--- src/rtl/pipe_hazard_ctrl.sv ---
// Hazard, branch and halt controller for a short in-order pipeline with a destination tracker.
// Optional feature macro: PIPE_HAZARD_FWD_EN enables operand bypassing (only load-use stalls).
module pipe_hazard_ctrl #(
  parameter int unsigned DEPTH      = 3,
  parameter int unsigned BR_BUBBLES = 3
) (
  input  logic        clk_i,
  input  logic        rst_ni,
  input  logic [7:0]  instr_i,
  input  logic        instr_valid_i,
  input  logic        n_i,
  input  logic        z_i,
  output logic        pc_write_o,
  output logic        ir_load_o,
  output logic        bubble_o,
  output logic        pc_sel_target_o,
  output logic [2:0]  fwd_a_o,
  output logic [2:0]  fwd_b_o,
  output logic        halted_o,
  output logic [15:0] stall_cnt_o
);

  typedef enum logic [1:0] {StRun, StDrain, StBranch, StHalt} state_e;
  typedef enum logic [1:0] {BrZ, BrNz, BrPz} br_e;

  state_e                state_q, state_d;
  br_e                   br_q, br_d, br_kind;
  logic                  halt_pend_q, halt_pend_d;
  logic [2:0]            bcnt_q, bcnt_d;
  logic [15:0]           stall_cnt_q, stall_cnt_d;
  logic [DEPTH-1:0]      slot_vld_q;
  logic [DEPTH-1:0][1:0] slot_dst_q;

  logic [1:0] r1, r2, rd_a, wr_dst;
  logic       rd_a_en, rd_b_en, wr_en, is_branch, is_stop;
  logic [2:0] sel_a, sel_b;
  logic       hazard, issue, stall, taken;
  logic       pc_write, ir_load, bubble, sel_target;

  assign r1 = instr_i[7:6];
  assign r2 = instr_i[5:4];

  // Instruction decode: source A is R1 (or register 01 for ori), source B is always R2.
  always_comb begin
    rd_a_en   = 1'b0;
    rd_b_en   = 1'b0;
    rd_a      = r1;
    wr_en     = 1'b0;
    wr_dst    = r1;
    is_branch = 1'b0;
    is_stop   = 1'b0;
    br_kind   = BrZ;
    if (instr_i[2:0] == 3'b111) begin
      rd_a_en = 1'b1;
      rd_a    = 2'b01;
      wr_en   = 1'b1;
      wr_dst  = 2'b01;
    end else if (instr_i[2:0] == 3'b011) begin
      rd_a_en = 1'b1;
      wr_en   = 1'b1;
    end else begin
      case (instr_i[3:0])
        4'b0000: begin
          rd_b_en = 1'b1;
          wr_en   = 1'b1;
        end
        4'b0010: begin
          rd_a_en = 1'b1;
          rd_b_en = 1'b1;
        end
        4'b0100, 4'b0110, 4'b1000: begin
          rd_a_en = 1'b1;
          rd_b_en = 1'b1;
          wr_en   = 1'b1;
        end
        4'b0001: is_stop = 1'b1;
        4'b0101: begin
          is_branch = 1'b1;
          br_kind   = BrZ;
        end
        4'b1001: begin
          is_branch = 1'b1;
          br_kind   = BrNz;
        end
        4'b1101: begin
          is_branch = 1'b1;
          br_kind   = BrPz;
        end
        default: ;
      endcase
    end
  end

  // Youngest matching slot per source; 0 means no match, k means slot k-1.
  always_comb begin
    sel_a = 3'd0;
    sel_b = 3'd0;
    for (int unsigned i = 0; i < DEPTH; i++) begin
      if (sel_a == 3'd0 && rd_a_en && slot_vld_q[i] && slot_dst_q[i] == rd_a) begin
        sel_a = 3'(i + 1);
      end
      if (sel_b == 3'd0 && rd_b_en && slot_vld_q[i] && slot_dst_q[i] == r2) begin
        sel_b = 3'(i + 1);
      end
    end
  end

`ifdef PIPE_HAZARD_FWD_EN
  // Only slot 0 can produce a load-use stall, so is_load is kept for that slot alone.
  logic slot0_ld_q;

  always_ff @(posedge clk_i or negedge rst_ni) begin
    if (!rst_ni) begin
      slot0_ld_q <= 1'b0;
    end else begin
      slot0_ld_q <= issue && (instr_i[3:0] == 4'b0000);
    end
  end

  assign hazard  = slot0_ld_q && (sel_a == 3'd1 || sel_b == 3'd1);
  assign fwd_a_o = (rst_ni && issue) ? sel_a : 3'd0;
  assign fwd_b_o = (rst_ni && issue) ? sel_b : 3'd0;
`else
  assign hazard  = (sel_a != 3'd0) || (sel_b != 3'd0);
  assign fwd_a_o = 3'd0;
  assign fwd_b_o = 3'd0;
`endif

  always_comb begin
    case (br_q)
      BrZ:     taken = z_i;
      BrNz:    taken = !z_i;
      BrPz:    taken = !n_i;
      default: taken = 1'b0;
    endcase
  end

  always_comb begin
    state_d     = state_q;
    br_d        = br_q;
    halt_pend_d = halt_pend_q;
    bcnt_d      = bcnt_q;
    pc_write    = 1'b0;
    ir_load     = 1'b0;
    bubble      = 1'b0;
    sel_target  = 1'b0;
    issue       = 1'b0;
    stall       = 1'b0;
    unique case (state_q)
      StRun: begin
        if (!instr_valid_i) begin
          bubble   = 1'b1;
          pc_write = 1'b1;
          ir_load  = 1'b1;
        end else if (is_branch) begin
          bubble      = 1'b1;
          br_d        = br_kind;
          halt_pend_d = 1'b0;
          state_d     = StDrain;
        end else if (is_stop) begin
          bubble      = 1'b1;
          halt_pend_d = 1'b1;
          state_d     = StDrain;
        end else if (hazard) begin
          bubble = 1'b1;
          stall  = 1'b1;
        end else begin
          pc_write = 1'b1;
          ir_load  = 1'b1;
          issue    = 1'b1;
        end
      end
      StDrain: begin
        bubble = 1'b1;
        if (slot_vld_q == '0) begin
          bcnt_d  = 3'd0;
          state_d = halt_pend_q ? StHalt : StBranch;
        end
      end
      StBranch: begin
        bubble = 1'b1;
        if (bcnt_q == 3'(BR_BUBBLES - 1)) begin
          pc_write   = 1'b1;
          ir_load    = 1'b1;
          sel_target = taken;
          state_d    = StRun;
        end else begin
          bcnt_d = bcnt_q + 3'd1;
        end
      end
      StHalt: bubble = 1'b1;
      default: state_d = StRun;
    endcase
    stall_cnt_d = (stall && stall_cnt_q != 16'hFFFF) ? stall_cnt_q + 16'd1 : stall_cnt_q;
  end

  always_ff @(posedge clk_i or negedge rst_ni) begin
    if (!rst_ni) begin
      state_q     <= StRun;
      br_q        <= BrZ;
      halt_pend_q <= 1'b0;
      bcnt_q      <= 3'd0;
      stall_cnt_q <= 16'd0;
      slot_vld_q  <= '0;
      slot_dst_q  <= '0;
    end else begin
      state_q     <= state_d;
      br_q        <= br_d;
      halt_pend_q <= halt_pend_d;
      bcnt_q      <= bcnt_d;
      stall_cnt_q <= stall_cnt_d;
      slot_vld_q  <= {slot_vld_q[DEPTH-2:0], issue && wr_en};
      slot_dst_q  <= {slot_dst_q[DEPTH-2:0], wr_dst};
    end
  end

  // Outputs are forced low while reset is held, independent of the clock.
  assign pc_write_o      = rst_ni && pc_write;
  assign ir_load_o       = rst_ni && ir_load;
  assign bubble_o        = rst_ni && bubble;
  assign pc_sel_target_o = rst_ni && sel_target;
  assign halted_o        = rst_ni && (state_q == StHalt);
  assign stall_cnt_o     = stall_cnt_q;

endmodule

--- config.mk ---
export PLATFORM = sky130hd
export DESIGN_NAME = pipe_hazard_ctrl
export DESIGN_NICKNAME = d
export VERILOG_FILES = /design/src/rtl/pipe_hazard_ctrl.sv
export SDC_FILE = /design/constraint.sdc
export NUM_CORES = 1
export LEC_CHECK = 0
export ABC_CLOCK_PERIOD_IN_PS = 4900
export CAP_MARGIN = 20
export CORE_ASPECT_RATIO = 1.4
export CORE_MARGIN = 5
export CORE_UTILIZATION = 45
export CTS_CLUSTER_DIAMETER = 200
export DETAILED_ROUTE_END_ITERATION = 10
export HOLD_SLACK_MARGIN = 0.15
export PLACE_DENSITY = 0.8
export SYNTH_ARGS = -nofsm -noshare
export SYNTH_HDL_FRONTEND = slang
export SYNTH_SLANG_ARGS = --single-unit
--- constraint.sdc ---
create_clock -name clk_i -period 4.9 [get_ports clk_i]
set_input_delay 0.735 -clock clk_i [delete_from_list [all_inputs] [get_ports clk_i]]
set_output_delay 0.735 -clock clk_i [all_outputs]
set_load 0.05 [all_outputs]
# == After elaboration in Yosys (flattened, before gate mapping) ==
# Index checks and enable logic that the tools add are counted.
# totals
register_bits,33
inputBits,13
out_inout_bits,27
word_cells,143
# op_classes
n_addsub,2
eq_ne,28
mux,57
n_reduce_logical,47
# ops
operator,count
1-bit two-way mux,37
1-bit logical AND,22
3-bit two-way mux,6
16-bit by 1-bit adder with 16-bit output (second input constant),1
2-bit two-way mux,8
16-bit inequality test (second input constant),1
3-bit logical NOT,5
2-bit == test,6
4-bit by 3-bit == test with 1-bit output (second input constant),3
4-bit == test (second input constant),3
3-bit AND reduction,3
3-bit nonzero test,3
2-bit inequality test (second input constant),4
4-bit OR reduction,2
2-bit == test (second input constant),3
3-bit by 2-bit == test with 1-bit output (second input constant),2
2-bit one-hot mux with 3 select lines,1
3-bit one-hot mux with 2 select lines,1
3-bit OR reduction,2
5-bit AND reduction,1
5-bit OR reduction,1
2-bit by 1-bit == test with 1-bit output (second input constant),2
4-bit by 1-bit == test with 1-bit output (second input constant),1
4-bit by 2-bit == test with 1-bit output (second input constant),1
other kinds (11),15

# == Logic depth before layout (Yosys ltp) ==
# depth
word_depth,26
depth_mapped,9
depth_no_buf,7

# == Worst setup path before layout ==
# No wires, ideal clock.
# synth_path
path_kind,input -> output
from,input instr_i[2]
to,output pc_write_o
arrival_ps,2517
t_required_ps,4165
path_slack_ps,1648
cell_stages,8
n_path_buf,2
cell_sequence,buf_6 -> a31o_2 -> and2_1 -> o221ai_2 -> a31oi_1 -> o21ai_1 -> and4b_1 -> buf_4
# synth_via
word_cells_on_any_way,65
cone_classes,eq/ne: 13; mux: 24; reduce/logical: 28
# synth_lines
item,line_no,rtl
start: declaration,9,"input logic [7:0] instr_i,"
3-bit == test *,53,if (instr_i[2:0] == 3'b111) begin
2-bit two-way mux *,53,
via rd_a[0],34,"logic [1:0] r1, r2, rd_a, wr_dst;"
2-bit == test,99,if (sel_a == 3'd0 && rd_a_en && slot_vld_q[i] && slot_dst_q[i] == rd_a) begin
1-bit logical AND,99,
1-bit two-way mux,99,
3-bit logical NOT,99,
1-bit logical AND (3 in a row),99,
3-bit two-way mux,99,
3-bit logical NOT,99,
1-bit logical AND (3 in a row),99,
3-bit two-way mux *,99,
3-bit nonzero test *,124,assign hazard = (sel_a != 3'd0) || (sel_b != 3'd0);
1-bit logical OR *,124,
1-bit two-way mux * (4 in a row),--,
1-bit one-hot mux with 2 select lines *,--,
1-bit logical AND *,--,
end: declaration,13,"output logic pc_write_o,"
# Mark *: on every way through the listed nets, which the timed path passes. The rest lies on a longest branch.

# == Worst setup path after layout ==
# layout_path
from,input instr_i[2]
to,output ir_load_o
# layout_via
elab_chain_cells,26
word_cells_on_any_way,65
cone_classes,eq/ne: 13; mux: 24; reduce/logical: 28
# layout_lines
item,line_no,rtl
"4-bit by 3-bit == test with 1-bit output, or another cell as far along",62,case (instr_i[3:0])
5-bit OR reduction (no line) or 4-bit OR reduction (tied branches),--,
1-bit two-way mux,62,
1-bit two-way mux,58,end else if (instr_i[2:0] == 3'b011) begin
1-bit two-way mux,53,
1-bit logical AND (on tied branches) (2 in a row),"102, 99",
1-bit two-way mux (on tied branches),"102, 99",
3-bit logical NOT (on tied branches),"102, 99",
[9 not listed],--,
3-bit nonzero test,124,
1-bit logical OR,124,
1-bit two-way mux,164,end else if (hazard) begin
1-bit two-way mux,160,end else if (is_stop) begin
1-bit two-way mux *,155,end else if (is_branch) begin
1-bit two-way mux *,151,if (!instr_valid_i) begin
1-bit one-hot mux with 2 select lines *,149,unique case (state_q)
1-bit logical AND *,219,assign ir_load_o = rst_ni && ir_load;
end: declaration,14,"output logic ir_load_o,"
# Mark *: on every way between the ends. The rest lies on a longest branch, timed or not.

==> impl.org <==
** Floorplan
- 40 I/O pins were placed.
- The floorplan step set the die width to 65.4 um.
- Effective utilization at floorplan :: 0.461
- Die area :: 5730 sq um
- In this run the vertical extent of the chip is around 88 um.
- After floorplanning, the core was divided into 28 placement rows.
- Core area :: 4200 sq um

** Setup path
- Data on the critical path arrives at its endpoint at roughly 3.4 ns.
- FF-to-FF setup slack :: 2.54 ns
- In this run the worst path has a maximum fanout of 8.
- Crit-path cells :: clkdlybuf4s50_1 > nand3_2 > and3_1 > o31ai_2 > a31oi_1 > o21ai_1 > and4b_1 > clkdlybuf4s50_1
- STA classifies the critical path endpoint as a primary output.
- The critical path in this run is classified as input port to primary output.
- Critical path required time :: 4.16 ns
- Cell with the largest stage delay on the worst path :: sky130_fd_sc_hd__clkdlybuf4s50_1
- Startpoint type of the worst setup path :: input port
- Cell seen most often among critical-path stages :: sky130_fd_sc_hd__clkdlybuf4s50_1
- For this run, the slowest stage of the critical path takes 0.82 ns.

** Timing
- Clock skew :: 0.00449 ns
- Static timing analysis puts the maximum clock frequency at ~240 MHz.
- Slew Limit Fails :: 0
- In this run the tightest slew margin relative to its limit is 0.446.
- Final period util :: 0.848
- Endpoints failing setup :: 0
- Actual slew at the worst max-slew pin :: 0.828 ns
- Post-layout min period :: roughly 4.2 ns
- Sum of negative setup slack :: 0 ns
- The number of failing hold endpoints at the final stage came to 0.
- RSZ-0062 raised after global routing :: false

** Power
- For this design the static power due to leakage is 0.955 nW.
- Peak supply drop :: 0.000280 V
- Of the total power, combinational logic draws 0.364.
- The share of total power dissipated in the clock network is 0.214.
- The internal portion of the total power is 0.000552 W.
- Of the total power, registers draw 0.422.
- Pwr Density :: 386 nW/um^2
- Net Switching :: 0.000352 W
- Power comes to 0.000904 W.
- Of the total power, the share spent switching nets is 0.389.

** Global routing
- Maximum number of pins on one net before global-route repair :: 17
- The first global-routing pass estimated 6.83 mm of wire.
- Antenna violations before repair :: 0
- Grt total ovfl :: 0
- The number of global-route vias before repair was 1505.
- Global routing usage summed across all routing layers :: 0.155

** Yosys
- Sorting the synthesized cells by area gives the leading types as sky130_fd_sc_hd__dfrtp_1, sky130_fd_sc_hd__xnor2_1, sky130_fd_sc_hd__nand3_2.
- Library cells used by synthesis :: 45
- Per-instance average area after synthesis :: 10.3 sq um
- Among all flip-flop cells after synthesis, the most frequent one is sky130_fd_sc_hd__dfrtp_1.
- Yosys mapped a number of flops with a built-in enable equal to 0.
- Number of storage elements in the synthesis netlist :: 33
- Summed over all instances, the cell type with the most area after synthesis is sky130_fd_sc_hd__dfrtp_1.
- After technology mapping, the gate count stands at around 190.
- By count the netlist is led by sky130_fd_sc_hd__dfrtp_1, sky130_fd_sc_hd__xnor2_1, sky130_fd_sc_hd__nand2_1, sky130_fd_sc_hd__nand3_2.
- sky130_fd_sc_hd__dfrtp_1 is the most common cell in the netlist.
- Fraction of synthesis flops using an asynchronous set or reset pin :: 1.00
- Share of the synthesized area in the top cell type :: 0.426
- Warnings from Yosys :: 0
- Of the synthesized area, sequential elements account for 0.426.
- After synthesis the cells add up to 1940 sq um.

** CTS
- H-Tree Level Count :: 2
- Number of setup buffers added after CTS :: 0
- Clk Tree Root Cell :: sky130_fd_sc_hd__clkbuf_8
- Longest Clk Path Bufs :: 2
- Number of hold buffers added after CTS :: 0
- Clock buffers created by TritonCTS :: 5
- Gates resized, CTS repair :: 0
- Clock slew at reported path FFs :: 0.06 ns
- TritonCTS built the clock tree.
- Clock latency on the worst-skew pair :: ~0.28 ns
- Number of sinks handled by clock tree synthesis :: 33

** Place
- The placed instances occupy a cell area of 2260 sq um.
- Sum of net half-perimeters after detailed placement :: 3.00 mm
- Final weighted congestion in routability-driven placement :: 0.826
- Count of input and output buffers :: 33

** Drt
- After the first detailed-routing iteration, the DRC count stood at 55.
- WL/cell :: 14.7 um
- Length of the first detailed-routing pass in iterations :: 7
- Count of vias placed by the detailed router :: 1436
- The count of nets left with antenna violations once routing finished came out at 0.
- Final WL :: 3.96 mm
- Count of unresolved DRC violations after routing :: 0
- Using the TritonRoute via totals, the vias-per-cell ratio works out to 5.32.

** Run
- Maxcap violations :: 0

** Final layout
- The repair_antennas step left the layout with diodes totalling 0.
- Fraction of final layout cells sized beyond drive strength 1 :: 0.129
- Number of nets in the finished design :: 240
- Fin util :: 0.557
- Synthesis-to-layout area growth :: 21.0%
- Post-route cell area :: 2340 sq um

** Run status
- The flow ran to the end, and the final reports show no timing, DRC or antenna violations.

** Worst hold path
- HP Class :: register to register
[registers in the layout, summed over array words and instances (netlist names)]
register     count
stall_cnt_o     16
bcnt_q           3
slot_dst_q       6
br_q             2
slot_vld_q       3
state_q          2
halt_pend_q      1
[power by group through the flow]
stage | clock network, W | logic (W) | registers, W
after floorplan | 0 | 0.000236 | 0.000393
after global placement | 0 | 0.000321 | 0.000385
after detailed placement | 0 | 0.000331 | 0.000387
after CTS | 0.000198 | 0.000332 | 0.000383
after global routing | 0.000210 | 0.000358 | 0.000392
final | 0.000193 | 0.000329 | 0.000382
[cells by family (layout without fill, tap and decap cells)]
family / after synthesis / in the layout / synth area share
other cells: 1 / 6 / 0.00194
flops: 33 / 33 / 0.426
compound gates: 25 / 25 / 0.103
buf+inv: 15 / 47 / 0.0581
mux: 4 / 4 / 0.0239
simple gates: 83 / 83 / 0.259
xor+xnor: 24 / 24 / 0.109
fa+ha+maj: 3 / 3 / 0.0194
[cell type report]
| class | instances | area (sq um) |
|---|---|---|
| clock buffer | 8 | 80.1 |
| tap | 45 | 56.3 |
| sequential | 33 | 826 |
| fill | 382 | 1860 |
| multi-input combinational | 145 | 1020 |
| inverter | 3 | 11.3 |
| timing repair buffer | 36 | 353 |
[metal layers]
layer | vias to the layer above | track usage | part of all wire | wire length (um)
met2 | 29 | 0.273 | 0.52 | 2070
met1 | 677 | 0.181 | 0.42 | 1660
met4 | 0 | 0.0774 | 0.031 | 121
met3 | 10 | 0.0231 | 0.029 | 114
met5 | - | 0 | 0 | 0
li1 | 720 | - | - | -
[critical path: cells and delay by family]
kind / cells / cell delay, ns
and+or+nand+nor: 3 / 0.65
buffers and inverters: 2 / 1.46
AOI/OAI and AO/OA: 3 / 0.58
[metrics by stage]
stage | hold WS, ns | instances | worst slack [ns]
after floorplan | 0.405 | 193 | 1.65
after global placement | 0.428 | 262 | 0.805
after detailed placement | 0.440 | 262 | 0.761
after CTS | 0.455 | 270 | 0.756
after global routing | 0.466 | 270 | 0.589
final | 0.450 | 270 | 0.746
[final timing paths]
| path | from | to | cells after the start |
|---|---|---|---|
| worst max-delay path | instr_i[2] | ir_load_o | 8 |
| worst min-delay path | slot_dst_q[1] | slot_dst_q[3] | 0 |
| worst max register to register | slot_dst_q[5] | stall_cnt_o[1] | 6 |
| worst min register to register | slot_dst_q[1] | slot_dst_q[3] | 0 |
| max in group asynchronous | rst_ni | stall_cnt_o[2] | 2 |
| min in group asynchronous | rst_ni | slot_dst_q[0] | 1 |
[layout by cell type, fill, tap and decap left out, types with 2 or more instances in the layout]
master / count
sky130_fd_sc_hd__o221ai_2: 2
sky130_fd_sc_hd__conb_1: 6
sky130_fd_sc_hd__nor2b_1: 2
sky130_fd_sc_hd__clkbuf_1: 3
sky130_fd_sc_hd__nor4_1: 2
sky130_fd_sc_hd__ha_1: 3
sky130_fd_sc_hd__buf_4: 3
sky130_fd_sc_hd__dfrtp_1: 33
sky130_fd_sc_hd__o21ai_0: 3
sky130_fd_sc_hd__xnor2_1: 22
sky130_fd_sc_hd__and2_1: 4
sky130_fd_sc_hd__and3_1: 10
sky130_fd_sc_hd__o22ai_1: 4
sky130_fd_sc_hd__clkdlybuf4s50_1: 33
sky130_fd_sc_hd__o21ai_1: 3
sky130_fd_sc_hd__inv_1: 3
sky130_fd_sc_hd__nand3_1: 7
sky130_fd_sc_hd__nand2_1: 17
sky130_fd_sc_hd__nand3_2: 11
sky130_fd_sc_hd__mux2i_1: 2
sky130_fd_sc_hd__xor2_1: 2
sky130_fd_sc_hd__nand4_1: 4
sky130_fd_sc_hd__nor2_1: 10
sky130_fd_sc_hd__nor3_1: 4
sky130_fd_sc_hd__nand2b_1: 4
sky130_fd_sc_hd__a21oi_1: 5
sky130_fd_sc_hd__clkbuf_8: 5
Note: power is estimated with default switching activity, not from simulation.
==> RTL edit (config.mk and constraints unchanged) <==
The option `PIPE_HAZARD_FWD_EN` is turned on by a define.
--- a/src/rtl/pipe_hazard_ctrl.sv
+++ b/src/rtl/pipe_hazard_ctrl.sv
@@ -2,2 +2,4 @@
 // Optional feature macro: PIPE_HAZARD_FWD_EN enables operand bypassing (only load-use stalls).
+`define PIPE_HAZARD_FWD_EN
+
 module pipe_hazard_ctrl #(
Behaviour: not the same (Yosys sat finds a counterexample within 4 cycles, from zero or initial values and one cycle with rst_ni low).
==> RTL edit against the original RTL <==
  * Final cell count grew 3.7%
  * Sequential cell count up 1
  * Worst setup slack got worse by 0.075 ns
  * Area after synthesis is 1.3% lower
  * Wire length up 8.0%
  * Fmax down 1.8%
  * Final area rose by 3.7%
  * Total power up 3.0%
  * Clock skew hardly changed
  * Clock power rose by 61%
  * Critical path type unchanged
  * Critical endpoint is now fwd_a_o[1]
  * Largest cell class unchanged
==> RTL edit: results (changes against the original RTL) <==
Synth
  – Unique cell type count in the Yosys netlist: 47 (+4.4%)
  – Ys async rst share: 100% (unchanged)
  – Post-synthesis sequential area ratio: 44.5% (+1.9 points)
  – Top cells by count, synth: dfrtp_1, nand2_1, xnor2_1, nand3_1, nor2_1
  – Synth area leaders: dfrtp_1, xnor2_1, nand3_1
  – Cell count after synthesis: 196 (+4.3%)

Critical path
  – WP data arrival: 3.49 ns (+0.07 ns)
  – Largest stage delay, worst path: 0.83 ns
  – FF-to-FF setup slack: 2.72 ns (+0.18 ns)

Power and ir drop
  – VDD IR max: 0.197 mV (-30%)
  – Lkg Pwr: 1.03 nW (+7.6%)

Clock network
  – Maximum buffer depth of the clock tree: 2 (unchanged)
  – Root Buffer: clkbuf_8
  – Post-CTS resize count: 0 (unchanged)
  – Hold buffers post-CTS: 0 (unchanged)

STA
  – Worst hold slack: 0.351 ns (-0.0995 ns)
  – Worst Tran Pin Value: 0.756 ns (-0.0725 ns)
  – Final min period: 4.23 ns (+0.0750 ns)
  – Clock Skew: 0.00447 ns (-0.0000210 ns)

Global routing
  – First-pass GRT wire length: 7230 um (+5.9%)
  – Largest net degree at the start of global routing: 26 (+9)
  – Initial antenna violation count: 0 (unchanged)
  – All-layer global routing usage: 16.3% (+0.83 points)

Drt
  – DR WL/cell: 15.3 um (+4.1%)
  – Drt initial violations: 65 (+18%)
  – Final wirelength: 4280 um (+8.0%)
  – Drt drc: 0 (unchanged)
  – First-pass DRT Iterations: 4 (-3)
  – Total number of vias: 1598 (+11%)

Status
  – Status: completed

Placement
  – DP Cell Count: 272 (+3.8%)
  – Placed Area: 2290 um2 (+1.3%)
  – Final Wtd Congestion: 0.848 (+2.7%)
  – PortBufs: 37 (+12%)
  – Pre-CTS setup slack: 0.663 ns (-0.0982 ns)
  – Hpwl dp: 3180 um (+6.0%)

Final layout
  – Nets@finish: 250 (+4.2%)
  – Layout cells sized above 1: 9.36% (-3.5 points)
  – # diodes: 0 (unchanged)

Hold path
  – HP Class: in -> async
==> RTL edit: worst paths after layout <==
check | from | end | cells past startpoint
min | rst_ni | br_q[1] | 1
min reg2reg | slot_dst_q[3] | slot_dst_q[5] | 0
max in group asynchronous | rst_ni | stall_cnt_o[9] | 2
max reg2reg | state_q[0] | stall_cnt_o[1] | 5
max | instr_i[2] | fwd_a_o[1] | 8
min in group clk_i | slot_dst_q[3] | slot_dst_q[5] | 0
==> RTL edit: worst max-delay path: cells and delay by family <==
kind | cells | cell delay [ns]
buf+inv | 2 | 1.51
simple gates | 3 | 0.70
compound gates | 3 | 0.55
==> RTL edit: per-layer routing <==
metal / GRT usage [%] / part of all wire (%) / up-vias
met5: 0 / 0 / -
met3: 3.36 / 5.2 / 7
met1: 20.3 / 42 / 769
met2: 27.7 / 52 / 45
met4: 6.04 / 1.1 / 0
li1: - / - / 777
==> RTL edit: area by class of cell <==
cell class              instances  area, um2
well taps                      45       56.3
fillers                       352       1740
clock inverters                 3       68.8
repair buffers                 39        375
inverters                       6       22.5
clock buffers                   5       68.8
flip-flops and latches         34        851
multi-input cells             148        988
==> RTL edit: kinds of logic (layout without fill, tap and decap cells) <==
family                   after synthesis  count (layout)  share of synthesized area [%]
AO/OA/AOI/OAI                         28              28                           11.3
XOR/XNOR                              26              26                           12.3
buffers and inverters                 15              53                           3.99
AND/OR/NAND/NOR                       85              85                           23.5
multiplexers                           4               4                           2.23
adder cells (fa/ha/maj)                3               3                           1.96
other                                  1               2                          0.196
flip-flops                            34              34                           44.5
==> RTL edit: where the power goes <==
| group | internal [mW] | total (mW) | switching [mW] |
|---|---|---|---|
| registers | 0.321 | 0.370 | 0.0492 |
| clock network | 0.204 | 0.311 | 0.107 |
| logic | 0.100 | 0.250 | 0.150 |
